<file path="src/rtl/dram_write_collector_if.sv">
// Handshake bundle between the ALU writeback path, the write collector and the DRAM write port.
// Signal names are seen from the collector: i_* flow into it, o_* flow out of it.
interface dram_write_collector_if #(
    parameter int unsigned DW    = 16,
    parameter int unsigned VSIZE = 4,
    parameter int unsigned CSIZE = 8,
    parameter int unsigned GBW   = 32
);
    logic                    i_addrval_rdy;
    logic                    o_addrval_ack;
    logic [GBW-1:0]          i_addrval_addr;
    logic [CSIZE-1:0]        i_addrval_mask;

    logic                    i_alu_dat_rdy;
    logic                    o_alu_dat_ack;
    logic [VSIZE*DW-1:0]     i_alu_dat;

    logic                    o_dramw_rdy;
    logic                    i_dramw_ack;
    logic [GBW-1:0]          o_dramw_addr;
    logic [CSIZE*DW-1:0]     o_dramw_dat;
    logic [CSIZE-1:0]        o_dramw_mask;

    modport slave (
        input  i_addrval_rdy, i_addrval_addr, i_addrval_mask,
        input  i_alu_dat_rdy, i_alu_dat,
        input  i_dramw_ack,
        output o_addrval_ack, o_alu_dat_ack,
        output o_dramw_rdy, o_dramw_addr, o_dramw_dat, o_dramw_mask
    );

    modport master (
        output i_addrval_rdy, i_addrval_addr, i_addrval_mask,
        output i_alu_dat_rdy, i_alu_dat,
        output i_dramw_ack,
        input  o_addrval_ack, o_alu_dat_ack,
        input  o_dramw_rdy, o_dramw_addr, o_dramw_dat, o_dramw_mask
    );
endinterface

</file>
<file path="src/rtl/dram_write_collector.sv">
// Collects NBEAT ALU beats behind one address/mask transaction into a single DRAM line write.
// Optional WRITE_COLLECTOR_SKIP_EMPTY_EN: lines with an all-zero mask are consumed but never issued.
module dram_write_collector #(
    parameter int unsigned DW    = 16,
    parameter int unsigned VSIZE = 4,
    parameter int unsigned CSIZE = 8,
    parameter int unsigned GBW   = 32
) (
    input  logic                   i_clk,
    input  logic                   i_rst,
    dram_write_collector_if.slave  io_bus
);
    localparam int unsigned NBEAT  = CSIZE / VSIZE;
    localparam int unsigned BEAT_W = VSIZE * DW;
    localparam int unsigned LINE_W = CSIZE * DW;
    localparam int unsigned BW     = (NBEAT > 1) ? $clog2(NBEAT) : 1;

    typedef enum logic [1:0] {
        S_IDLE    = 2'd0,
        S_COLLECT = 2'd1,
        S_OUT     = 2'd2
    } state_t;

    state_t              r_state;
    state_t              w_next_state;
    logic [BW-1:0]       r_beat;
    logic [GBW-1:0]      r_addr;
    logic [CSIZE-1:0]    r_mask;
    logic [LINE_W-1:0]   r_dat;
    logic                w_addr_ack;
    logic                w_dat_ack;
    logic                w_last_beat;

    // Next state and the two combinational acks; acks are held low during reset.
    always_comb begin
        w_next_state = r_state;
        w_addr_ack   = 1'b0;
        w_dat_ack    = 1'b0;
        w_last_beat  = (r_beat == BW'(NBEAT - 1));
        case (r_state)
            S_IDLE: begin
                w_addr_ack = io_bus.i_addrval_rdy & ~i_rst;
                if (w_addr_ack) begin
                    w_next_state = S_COLLECT;
                end
            end
            S_COLLECT: begin
                w_dat_ack = io_bus.i_alu_dat_rdy & ~i_rst;
                if (w_dat_ack && w_last_beat) begin
`ifdef WRITE_COLLECTOR_SKIP_EMPTY_EN
                    w_next_state = (r_mask == '0) ? S_IDLE : S_OUT;
`else
                    w_next_state = S_OUT;
`endif
                end
            end
            S_OUT: begin
                if (io_bus.i_dramw_ack) begin
                    w_next_state = S_IDLE;
                end
            end
            default: w_next_state = S_IDLE;
        endcase
    end

    always_ff @(posedge i_clk) begin
        if (i_rst) begin
            r_state <= S_IDLE;
        end else begin
            r_state <= w_next_state;
        end
    end

    // Line buffer doubles as the output register; it is only presented while in S_OUT.
    always_ff @(posedge i_clk) begin
        if (i_rst) begin
            r_beat <= '0;
            r_addr <= '0;
            r_mask <= '0;
            r_dat  <= '0;
        end else begin
            if (w_addr_ack) begin
                r_addr <= io_bus.i_addrval_addr;
                r_mask <= io_bus.i_addrval_mask;
                r_beat <= '0;
            end
            if (w_dat_ack) begin
                for (int unsigned b = 0; b < NBEAT; b++) begin
                    if (r_beat == BW'(b)) begin
                        r_dat[b*BEAT_W +: BEAT_W] <= io_bus.i_alu_dat;
                    end
                end
                r_beat <= w_last_beat ? '0 : r_beat + BW'(1);
            end
        end
    end

    assign io_bus.o_addrval_ack = w_addr_ack;
    assign io_bus.o_alu_dat_ack = w_dat_ack;
    assign io_bus.o_dramw_rdy   = (r_state == S_OUT);
    assign io_bus.o_dramw_addr  = r_addr;
    assign io_bus.o_dramw_dat   = r_dat;
    assign io_bus.o_dramw_mask  = r_mask;

endmodule

</file>
<file path="src/flat_wrapper.sv">
// flat-port wrapper written by rule: the top's interface ports become plain ports
module dram_write_collector_flat 
#(
    parameter int unsigned DW    = 16,
    parameter int unsigned VSIZE = 4,
    parameter int unsigned CSIZE = 8,
    parameter int unsigned GBW   = 32
)
  (i_clk, i_rst, io_bus_i_addrval_rdy, io_bus_i_addrval_addr, io_bus_i_addrval_mask, io_bus_i_alu_dat_rdy, io_bus_i_alu_dat, io_bus_i_dramw_ack, io_bus_o_addrval_ack, io_bus_o_alu_dat_ack, io_bus_o_dramw_rdy, io_bus_o_dramw_addr, io_bus_o_dramw_dat, io_bus_o_dramw_mask);
  dram_write_collector_if #(.DW(DW), .VSIZE(VSIZE), .CSIZE(CSIZE), .GBW(GBW)) io_bus_i ();
  input  logic i_clk;
  input  logic i_rst;
  input wire logic [$bits(io_bus_i.i_addrval_rdy)-1:0] io_bus_i_addrval_rdy;
  input wire logic [$bits(io_bus_i.i_addrval_addr)-1:0] io_bus_i_addrval_addr;
  input wire logic [$bits(io_bus_i.i_addrval_mask)-1:0] io_bus_i_addrval_mask;
  input wire logic [$bits(io_bus_i.i_alu_dat_rdy)-1:0] io_bus_i_alu_dat_rdy;
  input wire logic [$bits(io_bus_i.i_alu_dat)-1:0] io_bus_i_alu_dat;
  input wire logic [$bits(io_bus_i.i_dramw_ack)-1:0] io_bus_i_dramw_ack;
  output wire logic [$bits(io_bus_i.o_addrval_ack)-1:0] io_bus_o_addrval_ack;
  output wire logic [$bits(io_bus_i.o_alu_dat_ack)-1:0] io_bus_o_alu_dat_ack;
  output wire logic [$bits(io_bus_i.o_dramw_rdy)-1:0] io_bus_o_dramw_rdy;
  output wire logic [$bits(io_bus_i.o_dramw_addr)-1:0] io_bus_o_dramw_addr;
  output wire logic [$bits(io_bus_i.o_dramw_dat)-1:0] io_bus_o_dramw_dat;
  output wire logic [$bits(io_bus_i.o_dramw_mask)-1:0] io_bus_o_dramw_mask;
  assign io_bus_i.i_addrval_rdy = io_bus_i_addrval_rdy;
  assign io_bus_i.i_addrval_addr = io_bus_i_addrval_addr;
  assign io_bus_i.i_addrval_mask = io_bus_i_addrval_mask;
  assign io_bus_i.i_alu_dat_rdy = io_bus_i_alu_dat_rdy;
  assign io_bus_i.i_alu_dat = io_bus_i_alu_dat;
  assign io_bus_i.i_dramw_ack = io_bus_i_dramw_ack;
  assign io_bus_o_addrval_ack = io_bus_i.o_addrval_ack;
  assign io_bus_o_alu_dat_ack = io_bus_i.o_alu_dat_ack;
  assign io_bus_o_dramw_rdy = io_bus_i.o_dramw_rdy;
  assign io_bus_o_dramw_addr = io_bus_i.o_dramw_addr;
  assign io_bus_o_dramw_dat = io_bus_i.o_dramw_dat;
  assign io_bus_o_dramw_mask = io_bus_i.o_dramw_mask;
  dram_write_collector #(.DW(DW), .VSIZE(VSIZE), .CSIZE(CSIZE), .GBW(GBW)) u_core (.i_clk(i_clk), .i_rst(i_rst), .io_bus(io_bus_i));
endmodule
</file>
<file path="config.mk">
export PLATFORM = sky130hd
export DESIGN_NAME = dram_write_collector_flat
export DESIGN_NICKNAME = d
export VERILOG_FILES = /design/src/rtl/dram_write_collector_if.sv /design/src/rtl/dram_write_collector.sv /design/src/flat_wrapper.sv
export SDC_FILE = /design/constraint.sdc
export NUM_CORES = 1
export LEC_CHECK = 0
export CORE_ASPECT_RATIO = 2
export CORE_MARGIN = 2
export CORE_UTILIZATION = 42
export DETAILED_ROUTE_END_ITERATION = 12
export PLACE_DENSITY_LB_ADDON = 0.3
export SYNTH_ARGS = -nofsm -noshare
export SYNTH_HDL_FRONTEND = slang
export SYNTH_SLANG_ARGS = --single-unit
</file>
<file path="constraint.sdc">
create_clock -name i_clk -period 1.44 [get_ports i_clk]
set_input_delay 0.144 -clock i_clk [delete_from_list [all_inputs] [get_ports i_clk]]
set_output_delay 0.144 -clock i_clk [all_outputs]
set_load 0.005 [all_outputs]
</file>
==> summary.md <==
| Metric | Value |
|---|---|
| Total global-route track usage | 0.2582 |
| Total core area | 15130 um2 |
| Final HPWL DP | around 13000 um |
| Syn-to-layout area delta | 75.01% |
| Fin Clk Skew | between 0.01 and 0.015 ns |
| Final antenna diode count | 0 |
| H-tree depth | 4 |
| Synth top area cells | dfxtp_1 53%, o21ai_0 13%, nand3_1 10%, a21oi_1 9.9%, nand2b_1 3.9% |
| Pre-Repair DR Iteration Count | 5 |
| Worst Max-Slew Pin Slew | between 0.8 and 0.9 ns |
| Max-cap violations | 0 |
| Hold Crit Class | input pin to flip-flop |
| R2r startpoint | u_core.r_state[1] |
| Final Max Slew Viols | 0 |
| Wire per inst | 18.59 um |
| Port Buf Inserts | 279 |
| Worst EP arrival | between 1.5 and 2 ns |
| Critical path peak fanout | 14 |
| Area leader, netlist | dfxtp_1 |
| Status | finished with violations |
| Final worst-path setup slack | -0.1586 ns |
| PD cells | 1015 nW/um2 |
| Slew margin rel. | 0.4122 |
| Leakage | 5.312 nW |
| Fin nets | 1150 |
| Hold slack | between 0.08 and 0.09 ns |
| Hold path cells | 3 |
| VDD IR max | 0.0008890 V |
| Die Y | around 180 um |
| RSZ-0062 raised after global routing | yes |
| Final ANT Viol Nets | 0 |
| Critical Path End | u_core.io_bus.o_dramw_dat[95] |
| Post-Synthesis Cells | between 700 and 800 |
| Max Root-Sink Buffers | 2 |
| Io pins | 280 |
| Total wire length | ~23000 um |
| Initial antenna violation count | 0 |
| Type of origin of the critical path | flip-flop |
| Flops & latches, synth | about 170 |
| Root Driver | clkbuf_16 |
| Vias in the first global route | ~6500 |
| Initial Utilization | 0.4268 |
| Worst Setup End Kind | flip-flop |
| Final setup viols | approximately 120 |
| Die area | ~16000 um2 |
| Min cycle time layout | about 1.6 ns |
| Total CTS buffers | 17 |
| Syn nets | 880 |
| DIE WIDTH | 91.70 um |
| Post-route cell area | about 11000 um2 |
| Post-DR vias/cell | 5.543 |
| Violated checks | negative setup slack |
| Register clock-pin slew on the reported worst setup and hold paths | 0.07 ns |
| Worst reg2reg path depth | 6 |
| CP Launch Point | u_core.r_state[1] |
| DR iter-0 viols | roughly 370 |
| Warnings, synthesis | 0 |
| FMAX | about 0.63 GHz |
| Cell row count | 64 |
| Final period util | 1.110 |
| Netlist Area Pre-Place | roughly 6500 um2 |
| Skew-Pair Late Insertion Delay | 0.43 ns |
| Endpoints failing hold | 0 |
| Place WS | -0.2697 ns |
| FILL cells | 1016 |
| Drt drc | 0 |
| # clock sinks | 171 |
| Global placement routability congestion | between 0.7 and 0.8 |
| Top cell type's share of synthesized area | 0.5299 |
| Largest net degree at the start of global routing | between 100 and 150 |
| Post-Syn Area per Cell | between 8 and 9 um2 |
| CP Data Required Time | 1.71 ns |
| Grt total ovfl | 0 |
| Hold_sp | i_rst |
| Crit Reg-Reg Endpoint | u_core.io_bus.o_dramw_dat[95] |
| Placed Area | 9434 um2 |
| Register area share after synthesis | 0.5299 |
| R2r setup slk | -0.16 ns |
| CTS tree | built |
| Crit Path Class | flip-flop to flip-flop |
| Vias | between 6000 and 7000 |
| First-pass GRT wire length | approximately 34000 um |
| Yosys cell types | 21 |
| Fraction of layout cells with a size suffix above 1 | 0.2049 |
[cell usage after synthesis]
| library cell | n |
|---|---|
| a21oi_1 | 128 |
| a22oi_1 | 1 |
| buf_2 | 15 |
| buf_4 | 1 |
| buf_6 | 11 |
| clkbuf_1 | 55 |
| clkbuf_2 | 1 |
| dfxtp_1 | 171 |
| inv_1 | 1 |
| inv_2 | 2 |
| nand2_1 | 40 |
| nand2b_1 | 40 |
| nand3_1 | 129 |
| nand4bb_2 | 1 |
| nor2_1 | 1 |
| nor2b_1 | 1 |
| nor3_1 | 1 |
| nor4b_4 | 1 |
| o21ai_0 | 165 |
| o21ai_1 | 5 |
| or4_1 | 1 |
[registers in the layout, summed over array words and instances, names as in the netlist]
name / count
u_core.io_bus.o_dramw_addr: 32
u_core.io_bus.o_dramw_mask: 8
u_core.io_bus.o_dramw_dat: 128
u_core.r_state: 2
u_core.r_beat: 1
[power breakdown]
group	internal [mW]	switching, mW	total, mW
registers	4.87	0.0807	4.96
logic	0.743	0.684	1.43
clock network	3.18	1.91	5.09
total	8.80	2.68	11.5
[cell families after synthesis]
family / Yosys count / share of synthesized area
AO/OA/AOI/OAI: 299 / 0.2320
AND/OR/NAND/NOR: 215 / 0.1716
flip-flops: 171 / 0.5299
buffers and inverters: 86 / 0.06643
[through the flow]
stage | power (mW) | cells | util | setup TNS (ns)
6_report | 11.47 | 1252 | 0.7470 | -5.789
2_1_floorplan | 5.505 | 771 | - | 0
3_3_place_gp | 6.243 | 1193 | 0.6233 | -24.01
4_1_cts | 11.48 | 1253 | 0.7179 | -10.09
5_1_grt | 11.82 | 1252 | 0.7470 | -11.91
3_5_place_dp | 6.268 | 1193 | 0.6233 | -28.26
[layout make-up]
class                   count  area [um2]  area share
multi-input cells         514        3063      0.2709
well taps                 198       247.7     0.02191
clock buffers              22       464.2     0.04106
inverters                   3       15.01    0.001328
clock inverters            10       188.9     0.01671
repair buffers            334        3861      0.3415
flip-flops and latches    171        3466      0.3066
[critical path, cell delays in order (launching register included)]
cell and delay [ns]:
dfxtp_4 0.37, nand4bb_4 0.25, buf_6 0.17, buf_8 0.15
buf_16 0.16, o21ai_0 0.25, a21oi_2 0.09
[metal layers]
layer  track usage  vias up  part of all wire
li1              -     3258                 -
met1        0.3027     3313              0.38
met2        0.4222      321              0.50
met3        0.1046       48             0.099
met4        0.1014        0             0.026
met5             0        -                 0
[worst min-delay path by stage]
stage                                     end  slack, ns
2_1_floorplan   u_core.io_bus.o_dramw_addr[0]       0.25
3_3_place_gp   u_core.io_bus.o_dramw_addr[31]       0.45
3_5_place_dp    u_core.io_bus.o_dramw_dat[11]       0.47
4_1_cts                         u_core.r_beat       0.08
5_1_grt                         u_core.r_beat       0.08
6_report                        u_core.r_beat       0.09
[what timing repair did]
item,CTS,global route
cloned,13,3
setup endpoints to repair,156,276
resized for setup,158,212
pin swaps,32,29
setup buffers,15,3
hold buffers,0,0
[cell usage in the layout (no fill, tap or decap), types with 2 or more instances in the layout]
| cell type | count |
|---|---|
| a21oi_1 | 87 |
| a21oi_2 | 41 |
| buf_12 | 19 |
| buf_16 | 7 |
| buf_2 | 2 |
| buf_4 | 11 |
| buf_6 | 10 |
| buf_8 | 7 |
| bufinv_16 | 5 |
| clkbuf_1 | 3 |
| clkbuf_16 | 19 |
| clkbuf_8 | 2 |
| clkdlybuf4s50_1 | 156 |
| clkinvlp_4 | 4 |
| dfxtp_1 | 143 |
| dfxtp_2 | 25 |
| dfxtp_4 | 3 |
| dlygate4sd2_1 | 36 |
| dlymetal6s2s_1 | 84 |
| nand2_1 | 40 |
| nand2b_1 | 40 |
| nand3_1 | 99 |
| nand3_2 | 26 |
| nand3_4 | 4 |
| o21ai_0 | 101 |
| o21ai_1 | 46 |
| o21ai_2 | 22 |
No activity file was read; power rests on OpenSTA's default activity.
